File: config.mk
export PLATFORM = sky130hd
export DESIGN_NAME = lc3_stage_controller
export DESIGN_NICKNAME = d
export VERILOG_FILES = /design/src/rtl/lc3_stage_controller.sv
export SDC_FILE = /design/constraint.sdc
export NUM_CORES = 1
export LEC_CHECK = 0
export CORE_MARGIN = 1.5
export CORE_UTILIZATION = 34
export CTS_BUF_LIST = sky130_fd_sc_hd__clkbuf_8
export CTS_CLUSTER_SIZE = 30
export DETAILED_ROUTE_END_ITERATION = 16
export GPL_TIMING_DRIVEN = 0
export PLACE_DENSITY = 0.86
export SLEW_MARGIN = 20
export SYNTH_ARGS = -nofsm -noshare
export SYNTH_HDL_FRONTEND = slang
export SYNTH_SLANG_ARGS = --single-unit
File: constraint.sdc
create_clock -name clock -period 3.5 [get_ports clock]
set_input_delay 0.7 -clock clock [delete_from_list [all_inputs] [get_ports clock]]
set_output_delay 0.7 -clock clock [all_outputs]
set_load 0.01 [all_outputs]
File: src/rtl/lc3_stage_controller.sv
// LC-3 pipeline sequencer: stage enables, fill/flush sequencing, branch resolution and data-memory FSM.
// Optional stall counter output is compiled in when LC3_CTRL_STALL_CNT_EN is defined.
module lc3_stage_controller #(
  parameter int FILL_DEPTH   = 3,
  parameter int FLUSH_CYCLES = 2
) (
  input  logic        clock,
  input  logic        reset,
  input  logic        complete_instr,
  input  logic        complete_data,
  input  logic [15:0] ir_dec,
  input  logic [15:0] ir_exec,
  input  logic [2:0]  psr,
  output logic        enable_fetch,
  output logic        enable_decode,
  output logic        enable_execute,
  output logic        enable_writeback,
  output logic        enable_updatePC,
  output logic        br_taken,
  output logic [1:0]  mem_state
`ifdef LC3_CTRL_STALL_CNT_EN
  ,
  output logic [15:0] stall_count
`endif
);

  localparam int FW = $clog2(FILL_DEPTH + 1);
  localparam int KW = $clog2(FLUSH_CYCLES + 1);

  typedef enum logic [1:0] {
    MEM_READ     = 2'd0,
    MEM_INDIRECT = 2'd1,
    MEM_WRITE    = 2'd2,
    MEM_IDLE     = 2'd3
  } mem_state_t;

  mem_state_t    state, state_next;
  logic [FW-1:0] fill_cnt, fill_cnt_next;
  logic          fill_done;
  logic [KW-1:0] flush_cnt, flush_cnt_next;

  logic [3:0] op_exec, op_dec;
  logic       exec_load, exec_store, exec_ind, exec_br, exec_jmp, dec_ctrl;
  logic       busy, flushing, istall;
  logic       fetch_ok, decode_ok, exec_ok;

  assign op_exec    = ir_exec[15:12];
  assign op_dec     = ir_dec[15:12];
  assign exec_load  = (op_exec == 4'b0010) || (op_exec == 4'b0110);
  assign exec_store = (op_exec == 4'b0011) || (op_exec == 4'b0111);
  assign exec_ind   = (op_exec == 4'b1010) || (op_exec == 4'b1011);
  assign exec_br    = (op_exec == 4'b0000);
  assign exec_jmp   = (op_exec == 4'b1100);
  assign dec_ctrl   = (op_dec == 4'b0000) || (op_dec == 4'b1100);

  // Fill slots: fetch/PC after edge 1, decode after 2, execute after 3, writeback one edge after saturation.
  assign fetch_ok  = (fill_cnt >= FW'(1));
  assign decode_ok = (fill_cnt >= FW'(2));
  assign exec_ok   = (fill_cnt >= FW'(FILL_DEPTH));

  assign busy     = (state != MEM_IDLE);
  assign flushing = (flush_cnt != '0);
  assign istall   = fill_done & ~complete_instr;

  assign enable_execute   = exec_ok & ~busy;
  assign br_taken         = enable_execute & (exec_jmp | (exec_br & (|(ir_exec[11:9] & psr))));
  assign enable_fetch     = fetch_ok & ~busy & ~flushing & ~istall;
  assign enable_decode    = decode_ok & ~busy & ~flushing & ~istall;
  assign enable_updatePC  = fetch_ok & ~busy & (flushing ? br_taken : ~istall);
  assign enable_writeback = fill_done & (busy ? ((state == MEM_READ) & complete_data) : 1'b1);
  assign mem_state        = state;

  always_ff @(posedge clock or negedge reset) begin
    if (!reset) begin
      state     <= MEM_IDLE;
      fill_cnt  <= '0;
      fill_done <= 1'b0;
      flush_cnt <= '0;
    end else begin
      state     <= state_next;
      fill_cnt  <= fill_cnt_next;
      fill_done <= fill_done | (fill_cnt == FW'(FILL_DEPTH));
      flush_cnt <= flush_cnt_next;
    end
  end

  always_comb begin
    state_next     = state;
    fill_cnt_next  = fill_cnt;
    flush_cnt_next = flush_cnt;

    if (fill_cnt != FW'(FILL_DEPTH))
      fill_cnt_next = fill_cnt + FW'(1);

    case (state)
      MEM_IDLE: begin
        if (enable_execute) begin
          if (exec_load)       state_next = MEM_READ;
          else if (exec_store) state_next = MEM_WRITE;
          else if (exec_ind)   state_next = MEM_INDIRECT;
        end
      end
      MEM_READ:     if (complete_data) state_next = MEM_IDLE;
      MEM_WRITE:    if (complete_data) state_next = MEM_IDLE;
      MEM_INDIRECT: if (complete_data) state_next = ir_exec[12] ? MEM_WRITE : MEM_READ;
      default:      state_next = MEM_IDLE;
    endcase

    // Flush counter freezes during memory accesses; a running flush is never reloaded.
    if (!busy) begin
      if (flushing)
        flush_cnt_next = flush_cnt - KW'(1);
      else if (enable_decode && dec_ctrl)
        flush_cnt_next = KW'(FLUSH_CYCLES);
    end
  end

`ifdef LC3_CTRL_STALL_CNT_EN
  always_ff @(posedge clock or negedge reset) begin
    if (!reset)
      stall_count <= '0;
    else if (fill_done && !enable_fetch && (stall_count != 16'hFFFF))
      stall_count <= stall_count + 16'd1;
  end
`endif

endmodule

Yosys cells after proc, flatten, opt, wreduce, memory -nomap -nowiden --
Index checks and enable logic that the tools add are counted.
Cells by class: order comparisons 3, bitwise operators 20, equality and inequality tests 18, muxes and demuxes 12, reduce and logical (&&, ||, !) cells 14, add/sub/neg operators 2
Operator list (number):
- $mux W2 | 9
- $eq A4 B4 Y1 const B | 4
- $and A1 B1 Y1 | 13
- $eq A4 B2 Y1 const B | 2
- $eq A4 B3 Y1 const B | 2
- $logic_not A4 Y1 | 2
- $ne A2 B2 Y1 const B | 4
- $eq A2 B2 Y1 const B | 3
- $pmux W2 S3 | 1
- $ge A2 B2 Y1 const B | 2
- $logic_or A1 B1 Y1 | 4
- $ne A4 B4 Y1 const B | 1
- $not A1 Y1 | 4
- $reduce_and A4 Y1 | 1
- $reduce_bool A2 Y1 | 2
- $and A3 B3 Y3 | 1
- $reduce_or A3 Y1 | 1
- $add A2 B1 Y2 const B | 1
- $eq A2 B1 Y1 const B | 1
- $ge A2 B1 Y1 const B | 1
- $logic_not A2 Y1 | 1
- $mux W1 | 2
- $ne A2 B1 Y1 const B | 1
- $or A1 B1 Y1 | 2
- other kinds (4) | 4
Storage, ports and cells: bits of input ports 39, logic and storage cells 73, output and inout bits 8, flip-flop bits (word level) 7

Logic depth before layout (Yosys ltp) --
Gate-level depths: netlist of the first run.
word-level depth 8, mapped depth 6

Worst setup path before layout of the first run --
Ideal clock, no wire load.
path kind input to output, start input port ir_exec[14], end output port enable_updatePC, buffers on the path 0, arrival time 1.608 ns, stages on the path 4, path slack 1.192 ns, cell sequence or2_1 -> o211ai_2 -> a21oi_1 -> a2111oi_2
On the way: cells in the longest elaborated chain, start to end 6
Ends and longest elaborated chain:
- start, declared | line 12 | input logic [15:0] ir_exec,
- $logic_not A4 Y1 | line 52 | assign exec_br = (op_exec == 4'b0000);
- $and A1 B1 Y1 | line 66 | assign br_taken = enable_execute & (exec_jmp | (exec_br & (|(ir_exec[11:9] & psr))));
- $or A1 B1 Y1 * | line 66
- $and A1 B1 Y1 * | line 66
- $mux W1 * | line 69 | assign enable_updatePC = fetch_ok & ~busy & (flushing ? br_taken : ~istall);
- $and A1 B1 Y1 * | line 69
- end, declared | line 18 | output logic enable_updatePC,
Mark *: on every way between the ends. The rest lies on a longest branch, timed or not.

Worst setup path in the final report of the first run --
start input port ir_exec[15], end output port enable_updatePC
Same word-level chain as after synthesis.

==> results of run 1 <==
-- worst min-delay path by stage --
stage	startpoint	endpoint	slack [ns]	depth (start not counted)
global placement	fill_done$_DFF_PN0_	fill_done$_DFF_PN0_	0.46	1
finish	fill_done$_DFF_PN0_	fill_done$_DFF_PN0_	0.49	1
global route	fill_cnt[0]$_DFFE_PN0N_	fill_cnt[0]$_DFFE_PN0N_	0.54	1
detailed placement	fill_done$_DFF_PN0_	fill_done$_DFF_PN0_	0.48	1
floorplan	reset	fill_cnt[0]$_DFFE_PN0N_	0.40	0
CTS	fill_done$_DFF_PN0_	fill_done$_DFF_PN0_	0.49	1
-- flip-flops by register name (all words and copies together), names as in the netlist --
register and cells:
fill_cnt 2, fill_done 1, flush_cnt 2, mem_state 2
-- worst register-to-register path, stage by stage, from the launching register on --
cell,delay [ns]
dfstp_2,0.58
nand2_2,0.13
nor3_4,0.26
a21oi_1,0.09
a311o_1,0.28
-- power by group through the flow --
stage | clock network (mW) | logic (mW) | registers [mW]
after detailed placement | 0 | 0.285 | 0.139
final | 0.106 | 0.281 | 0.139
after floorplan | 0 | 0.159 | 0.139
after CTS | 0.111 | 0.285 | 0.138
after global placement | 0 | 0.275 | 0.138
after global routing | 0.116 | 0.310 | 0.141
-- per-layer routing --
metal | wire (µm) | vias to the layer above | part of all wire, % | GRT usage (%)
met5 | 0 | - | 0 | 0
met4 | 8 | 0 | 0.67 | 12.50
met3 | 72 | 2 | 6.1 | 2.553
met2 | 626 | 12 | 53 | 25.45
met1 | 481 | 250 | 40 | 14.78
li1 | - | 262 | - | -
-- kinds of logic (layout without fill, tap and decap cells) --
logic type,Yosys count,after routing,synth area share (%)
XOR/XNOR,2,2,3.241
AND/OR/NAND/NOR,23,23,26.39
adder cells (fa/ha/maj),5,5,11.57
buffers and inverters,8,37,5.556
AO/OA/AOI/OAI,12,12,16.43
flip-flops,7,7,32.87
multiplexers,2,2,3.935
-- area by class of cell --
class	count	area share, %
Clock buffer	3	4.825
Clock inverter	1	0.4386
Inverter	8	3.509
Multi-Input combinational cell	44	38.89
Sequential cell	7	20.76
Tap cell	16	2.339
Timing Repair Buffer	25	29.24
-- synth_stat cells, types with 2 or more instances --
| cell type | instances | area, µm² |
|---|---|---|
| inv_1 | 8 | 30.03 |
| dfrtp_1 | 5 | 125.1 |
| ha_1 | 5 | 62.56 |
| nand2_1 | 5 | 18.77 |
| a21oi_1 | 4 | 20.02 |
| nand3_1 | 4 | 20.02 |
| o21ai_0 | 3 | 15.01 |
| and2_1 | 2 | 12.51 |
| dfstp_2 | 2 | 52.55 |
| nor2_1 | 2 | 7.510 |
-- cell usage in the layout, fill, tap and decap left out, types with 3 or more instances in the layout --
master and instances:
a21oi_1 4, clkbuf_8 3, clkdlybuf4s50_1 25, dfrtp_1 5
ha_1 5, inv_1 9, nand2_1 5, nand3_1 4
o21ai_0 3
==> impl_metrics.yaml, run 1 <==
status:
  run_status: "finished, final reports clean"
cts:
  clockBufferDepth: 2
  post_cts_buffers: 0
  cts_buffers: 3
  cts-resized-gates: 0
  cts_tree: "done"
  clk_pin_slew_ns: 0.04
  ctsHoldBuffers: 0
  insertion_delay_ns: 0.22
  clock-root-buffer: "clkbuf_8"
  cts.sinks: 7
  h-tree-depth: 1
sta:
  fin_crit_ns: 3.255
  tightest_slew_ns: 0.3898
  drv_slew: 0
  whs_ns: 0.4887
  finClkSkew_ns: 0.0005122
  fin_crit_sh_pct: 92.99
  rsz0062_at_grt: "false"
  layout_setup_ws_ns: 0.2455
  slew_headroom_pct: 73.96
  fmax_ghz: 0.3073
  final.setup.tns_ns: 0
  hold_viol_final: 0
  finalSetupViolCount: 0
place:
  dp_hpwl_um: 1035
  gp_congestion: 0.7344
  place_area_um2: 810.8
  place_ws_ns: 0.2299
  numPortBuffers: 25
  placedCellCount: 100
final_layout:
  instances_no_fill: 104
  nets: 133
  multi_input_area_um2: 332.8
  antenna-diode-count: 0
  drive_gt1_share_pct: 14.77
  regArea_um2: 177.7
  postLayoutCoreUtil_pct: 57.48
  stdcell_area_um2: 855.8
  syn_to_final_growth_pct: 58.33
  fillers: 140
logic_synthesis:
  postSynthNetCount: 103
  syn_inst: 59
  synth-seq-cells: 7
  ys_types: 29
  ys_warn_count: 0
  synth_ff_type: "dfrtp_1"
  netlist_area_um2: 540.5
  syn_avg_cell_area_um2: 9.161
  synth_edf_count: 0
  synthArstFlopShare_pct: 100.0
  ys_seq_area_share_pct: 32.87
drt:
  via_per_inst: 5.058
  ant_nets: 0
  post-route-drc-count: 0
  drt-wirelength-per-cell_um: 11.42
  num_vias: 526
  dr.pass1.iters: 2
  wl_um: 1188
  drt_iter0_drc: 5
critical_path:
  crit_fanout: 4
  cp-endpoint: "enable_updatePC"
  crit_type: "input pin to primary output"
  slowest_delay_ns: 0.58
  r2r_end: "flush_cnt[0]$_DFFE_PN0P_"
  crit_buf_inv: 2
  crit_path_cell_trace: "clkdlybuf4s50_1 > or2_1 > o211ai_2 > a21oi_1 > a2111oi_2 > clkdlybuf4s50_1"
  startpoint: "ir_exec[15]"
  cp.depth: 6
  cp-start-kind: "input pin"
  arrival_ns: 2.55
  critical-path-top-delay-family: "buffers and inverters"
  worst_path_max_delay_cell: "clkdlybuf4s50_1"
  worstSetupEndpointType: "primary output"
  r2r_start: "mem_state[1]$_DFFE_PN1P_"
  r2r_cells: 4
  cp.required_ns: 2.80
  r2r_slack_ns: 2.03
  crit_top_cell: "clkdlybuf4s50_1"
floorplanning:
  ios: 47
  start_util_pct: 36.30
  fp.dieArea_um2: 1838
  fp-row-count: 14
  core_region_area_um2: 1489
  die_x_um: 42.87
  dieHeight_um: 42.87
run:
  drv_cap: 0
pwr:
  intPower_mw: 0.3384
  p_seq_share_pct: 26.4
  p_per_area_nw_per_um2: 614.5
  switching_share_pct: 35.66
  p_sw_mw: 0.1875
  irDropWorstVdd_mv: 0.2904
  p_leak_nw: 0.3759
  fin_total_pwr_mw: 0.5259
  p_comb_share_pct: 53.4
  p_clk_share_pct: 20.2
grt:
  grt_pass1_vias: 512
  globalRoute.totalOverflow: 0
  grt_max_degree: 8
  antenna_found_initial: 0
  grt_pass1_wl_um: 2014
  grt_usage_pct: 14.64
worst_hold_path:
  min_path_type: "flip-flop to flip-flop"
Note: power is estimated with default switching activity, not from simulation.
==> run 2: changes to the inputs <==
CAP_MARGIN = 20   (was unset)
CORE_UTILIZATION = 32   (was 34)
PLACE_DENSITY = 0.81   (was 0.86)
clock period = 3.7 ns   (was 3.5 ns; I/O delays follow)
==> run 2 against run 1 <==
Against the previous run: clock power fell by 4%; critical path type unchanged; sequential share of layout area did not move; die area up 5.8%; cell area stayed put; first-iteration DRC count up 20%; core utilization is 2.0 points lower; hold slack improved by 0.0059 ns.
==> impl_metrics.yaml, run 2 (same netlist as run 1, synthesis figures left out) <==
critical_path:
  cp.required_ns: 2.96
  cp-start-kind: "input pin"
  worst_path_max_delay_cell: "clkdlybuf4s50_1"
  critical-path-top-delay-family: "buffers and inverters"
  slowest_delay_ns: 0.60
  arrival_ns: 2.66
  crit_fanout: 4
  crit_type: "input pin to primary output"
  crit_top_cell: "clkdlybuf4s50_1"
  crit_buf_inv: 2
  worstSetupEndpointType: "primary output"
  crit_path_cell_trace: "clkdlybuf4s50_1 > or2_1 > o211ai_2 > a21oi_1 > a2111oi_2 > clkdlybuf4s50_1"
drt:
  post-route-drc-count: 0
  wl_um: 1151
  num_vias: 523
  drt_iter0_drc: 6
  via_per_inst: 5.029
  dr.pass1.iters: 4
  ant_nets: 0
  drt-wirelength-per-cell_um: 11.07
place:
  placedCellCount: 100
  place_ws_ns: 0.3019
  gp_congestion: 0.6644
  place_area_um2: 810.8
  numPortBuffers: 25
  dp_hpwl_um: 975.7
final_layout:
  drive_gt1_share_pct: 14.77
  stdcell_area_um2: 855.8
  postLayoutCoreUtil_pct: 55.52
  fillers: 140
  layout_commonest_cell: "clkdlybuf4s50_1"
  mostFrequentLayoutCells: "clkdlybuf4s50_1, inv_1, nand2_1, ha_1, dfrtp_1"
  instances_no_fill: 104
  nets: 133
  syn_to_final_growth_pct: 58.33
  antenna-diode-count: 0
run:
  drv_cap: 0
cts:
  cts.sinks: 7
  ctsHoldBuffers: 0
  clock-root-buffer: "clkbuf_8"
  clk_pin_slew_ns: 0.04
  cts_tree: "done"
  clockBufferDepth: 2
  insertion_delay_ns: 0.22
  cts-resized-gates: 0
  h-tree-depth: 1
  cts_buffers: 3
  post_cts_buffers: 0
pwr:
  p_per_area_nw_per_um2: 585.3
  p_leak_nw: 0.3759
  fin_total_pwr_mw: 0.5009
  irDropWorstVdd_mv: 0.3895
floorplanning:
  fp.dieArea_um2: 1945
  fp-row-count: 14
  dieHeight_um: 44.10
  start_util_pct: 35.06
  core_region_area_um2: 1541
  die_x_um: 44.10
  ios: 47
sta:
  tightest_slew_ns: 0.3796
  final.setup.tns_ns: 0
  fin_crit_sh_pct: 91.87
  slew_headroom_pct: 74.64
  layout_setup_ws_ns: 0.3007
  finalSetupViolCount: 0
  rsz0062_at_grt: "false"
  finClkSkew_ns: 0.0006651
  whs_ns: 0.4946
  hold_viol_final: 0
  fmax_ghz: 0.2942
  fin_crit_ns: 3.399
  drv_slew: 0
grt:
  globalRoute.totalOverflow: 0
  antenna_found_initial: 0
  grt_usage_pct: 12.98
  grt_pass1_wl_um: 1821
  grt_pass1_vias: 466
  grt_max_degree: 8
worst_hold_path:
  min_path_type: "flip-flop to flip-flop"
status:
  run_status: "finished, final reports clean"
## run 2: cell counts in the layout (fill, tap and decap cells not counted)
Identical to the previous run, type by type.
## run 2: metal layers
| layer | vias up | GRT usage (%) | wire (µm) |
|---|---|---|---|
| li1 | 266 | - | - |
| met1 | 238 | 14.47 | 466 |
| met2 | 16 | 22.06 | 583 |
| met3 | 3 | 1.224 | 72 |
| met4 | 0 | 10.91 | 29 |
| met5 | - | 0 | 0 |
## run 2: final cells by class
cell class                 count  area (µm²)  share of cell area [%]
timing repair buffer          25       250.2                   29.24
tap                           16       20.02                   2.339
sequential                     7       177.7                   20.76
clock buffer                   3       41.29                   4.825
multi-input combinational     44       332.8                   38.89
inverter                       8       30.03                   3.509
clock inverter                 1       3.754                  0.4386
## run 2: path summary, 6_finish.rpt
kind	start	end	depth (start not counted)	slack, ns
setup reg to reg	mem_state[1]$_DFFE_PN1P_	flush_cnt[0]$_DFFE_PN0P_	4	2.23
max in group asynchronous	reset	mem_state[1]$_DFFE_PN1P_	1	2.65
hold / removal	fill_done$_DFF_PN0_	fill_done$_DFF_PN0_	1	0.49
setup / recovery	ir_exec[15]	enable_updatePC	6	0.30
min in group asynchronous	reset	fill_cnt[0]$_DFFE_PN0N_	1	0.77
hold reg to reg	fill_done$_DFF_PN0_	fill_done$_DFF_PN0_	1	0.49
## run 2: worst reg2reg max path: cells and delay by family (launching register included)
| kind | cells | cell delay, ns |
|---|---|---|
| simple gates | 2 | 0.39 |
| flops | 1 | 0.59 |
| compound gates | 2 | 0.37 |
## run 2: power breakdown
| part | internal, mW | switching (mW) |
|---|---|---|
| logic | 0.142 | 0.126 |
| registers | 0.107 | 0.0241 |
| clock network | 0.0714 | 0.0305 |
| total | 0.320 | 0.181 |
==> run 3: changes to the inputs <==
MAX_ROUTING_LAYER = met4   (was unset)
==> run 3 against run 2 <==
Against the previous run: total power about the same; clock-buffer cell count unchanged; sequential share of layout area unchanged; register-to-register slack about the same; core utilization unchanged; sequential cell count unchanged; highest routed layer unchanged.
==> impl_metrics.yaml, run 3 (same netlist as run 1, synthesis figures left out) <==
status:
  run_status: "finished, final reports clean"
cts:
  clock-root-buffer: "clkbuf_8"
  cts.sinks: 7
  clk_pin_slew_ns: 0.04
  h-tree-depth: 1
  cts_buffers: 3
  clockBufferDepth: 2
  cts_tree: "done"
  insertion_delay_ns: 0.22
  ctsHoldBuffers: 0
  post_cts_buffers: 0
  cts-resized-gates: 0
run:
  drv_cap: 0
pwr:
  p_comb_share_pct: 53.4
  p_per_area_nw_per_um2: 585.8
  switching_share_pct: 36.14
  fin_total_pwr_mw: 0.5014
  p_seq_share_pct: 26.3
  irDropWorstVdd_mv: 0.3899
  p_clk_share_pct: 20.3
  p_sw_mw: 0.1812
  intPower_mw: 0.3202
  p_leak_nw: 0.3759
final_layout:
  postLayoutCoreUtil_pct: 55.52
  drive_gt1_share_pct: 14.77
  instances_no_fill: 104
  syn_to_final_growth_pct: 58.33
  nets: 133
  mostFrequentLayoutCells: "clkdlybuf4s50_1, inv_1, nand2_1, ha_1, dfrtp_1"
  stdcell_area_um2: 855.8
  antenna-diode-count: 0
  layout_commonest_cell: "clkdlybuf4s50_1"
worst_hold_path:
  min_path_type: "flip-flop to flip-flop"
floorplanning:
  core_region_area_um2: 1541
  fp.dieArea_um2: 1945
  ios: 47
  fp-row-count: 14
  die_x_um: 44.10
  dieHeight_um: 44.10
  start_util_pct: 35.06
critical_path:
  arrival_ns: 2.66
  cp-endpoint: "enable_updatePC"
  worstSetupEndpointType: "primary output"
  r2r_slack_ns: 2.23
  crit_fanout: 4
  r2r_cells: 4
  r2r_end: "flush_cnt[0]$_DFFE_PN0P_"
  cp.required_ns: 2.96
  startpoint: "ir_exec[15]"
  cp-start-kind: "input pin"
  r2r_start: "mem_state[1]$_DFFE_PN1P_"
  crit_type: "input pin to primary output"
grt:
  grt_pass1_wl_um: 1821
  grt_pass1_vias: 468
  grt_max_degree: 8
  grt_usage_pct: 13.37
  globalRoute.totalOverflow: 0
  antenna_found_initial: 0
sta:
  fmax_ghz: 0.2945
  slew_headroom_pct: 74.65
  tightest_slew_ns: 0.3794
  hold_viol_final: 0
  fin_crit_ns: 3.396
  finClkSkew_ns: 0.001063
  rsz0062_at_grt: "false"
  fin_crit_sh_pct: 91.78
  drv_slew: 0
  final.setup.tns_ns: 0
  finalSetupViolCount: 0
drt:
  drt_iter0_drc: 6
  dr.pass1.iters: 4
  drt-wirelength-per-cell_um: 11.12
  ant_nets: 0
  wl_um: 1156
  via_per_inst: 5.010
  post-route-drc-count: 0
  num_vias: 521
place:
  placedCellCount: 100
  place_area_um2: 810.8
  numPortBuffers: 25
  dp_hpwl_um: 975.7
  gp_congestion: 0.6708
## run 3: cell counts in the layout (fill, tap and decap cells not counted)
No cell type changed its count.
## run 3: worst min path at each step
stage / slack [ns] / start / endpoint / cells past startpoint
3_3_place_gp: 0.47 / fill_done$_DFF_PN0_ / fill_done$_DFF_PN0_ / 1
6_report: 0.49 / fill_done$_DFF_PN0_ / fill_done$_DFF_PN0_ / 1
2_1_floorplan: 0.44 / reset / fill_cnt[0]$_DFFE_PN0N_ / 0
3_5_place_dp: 0.49 / fill_done$_DFF_PN0_ / fill_done$_DFF_PN0_ / 1
5_1_grt: 0.52 / fill_done$_DFF_PN0_ / fill_done$_DFF_PN0_ / 1
4_1_cts: 0.50 / fill_done$_DFF_PN0_ / fill_done$_DFF_PN0_ / 1
## run 3: power by group through the flow
stage / logic, mW / clock network (mW) / registers (mW)
2_1_floorplan: 0.151 / 0 / 0.132
3_3_place_gp: 0.264 / 0 / 0.130
3_5_place_dp: 0.271 / 0 / 0.132
4_1_cts: 0.272 / 0.105 / 0.131
5_1_grt: 0.299 / 0.110 / 0.133
6_report: 0.268 / 0.102 / 0.132
## run 3: critical path, stage by stage
cell             delay (ns)
clkdlybuf4s50_1        0.45
or2_1                  0.23
o211ai_2               0.16
a21oi_1                0.09
a2111oi_2              0.37
clkdlybuf4s50_1        0.60
## run 3: stage by stage
step	hold WS (ns)	setup WS [ns]
global placement	0.4659	0.3118
finish	0.4946	0.3040
detailed placement	0.4913	0.3019
global route	0.5205	0.1503
CTS	0.5031	0.2998
floorplan	0.4431	1.312
## run 3: cell type report
class	instances	area [µm²]
sequential	7	177.7
fill	140	685.7
multi-input combinational	44	332.8
timing repair buffer	25	250.2
inverter	8	30.03
clock buffer	3	41.29
tap	16	20.02
clock inverter	1	3.754
## run 3: per-layer routing
metal / global-route usage [%] / routed length, µm
met2: 22.06 / 586
met4: 10.91 / 28
met3: 1.224 / 66
met1: 14.47 / 474
met5: - / 0
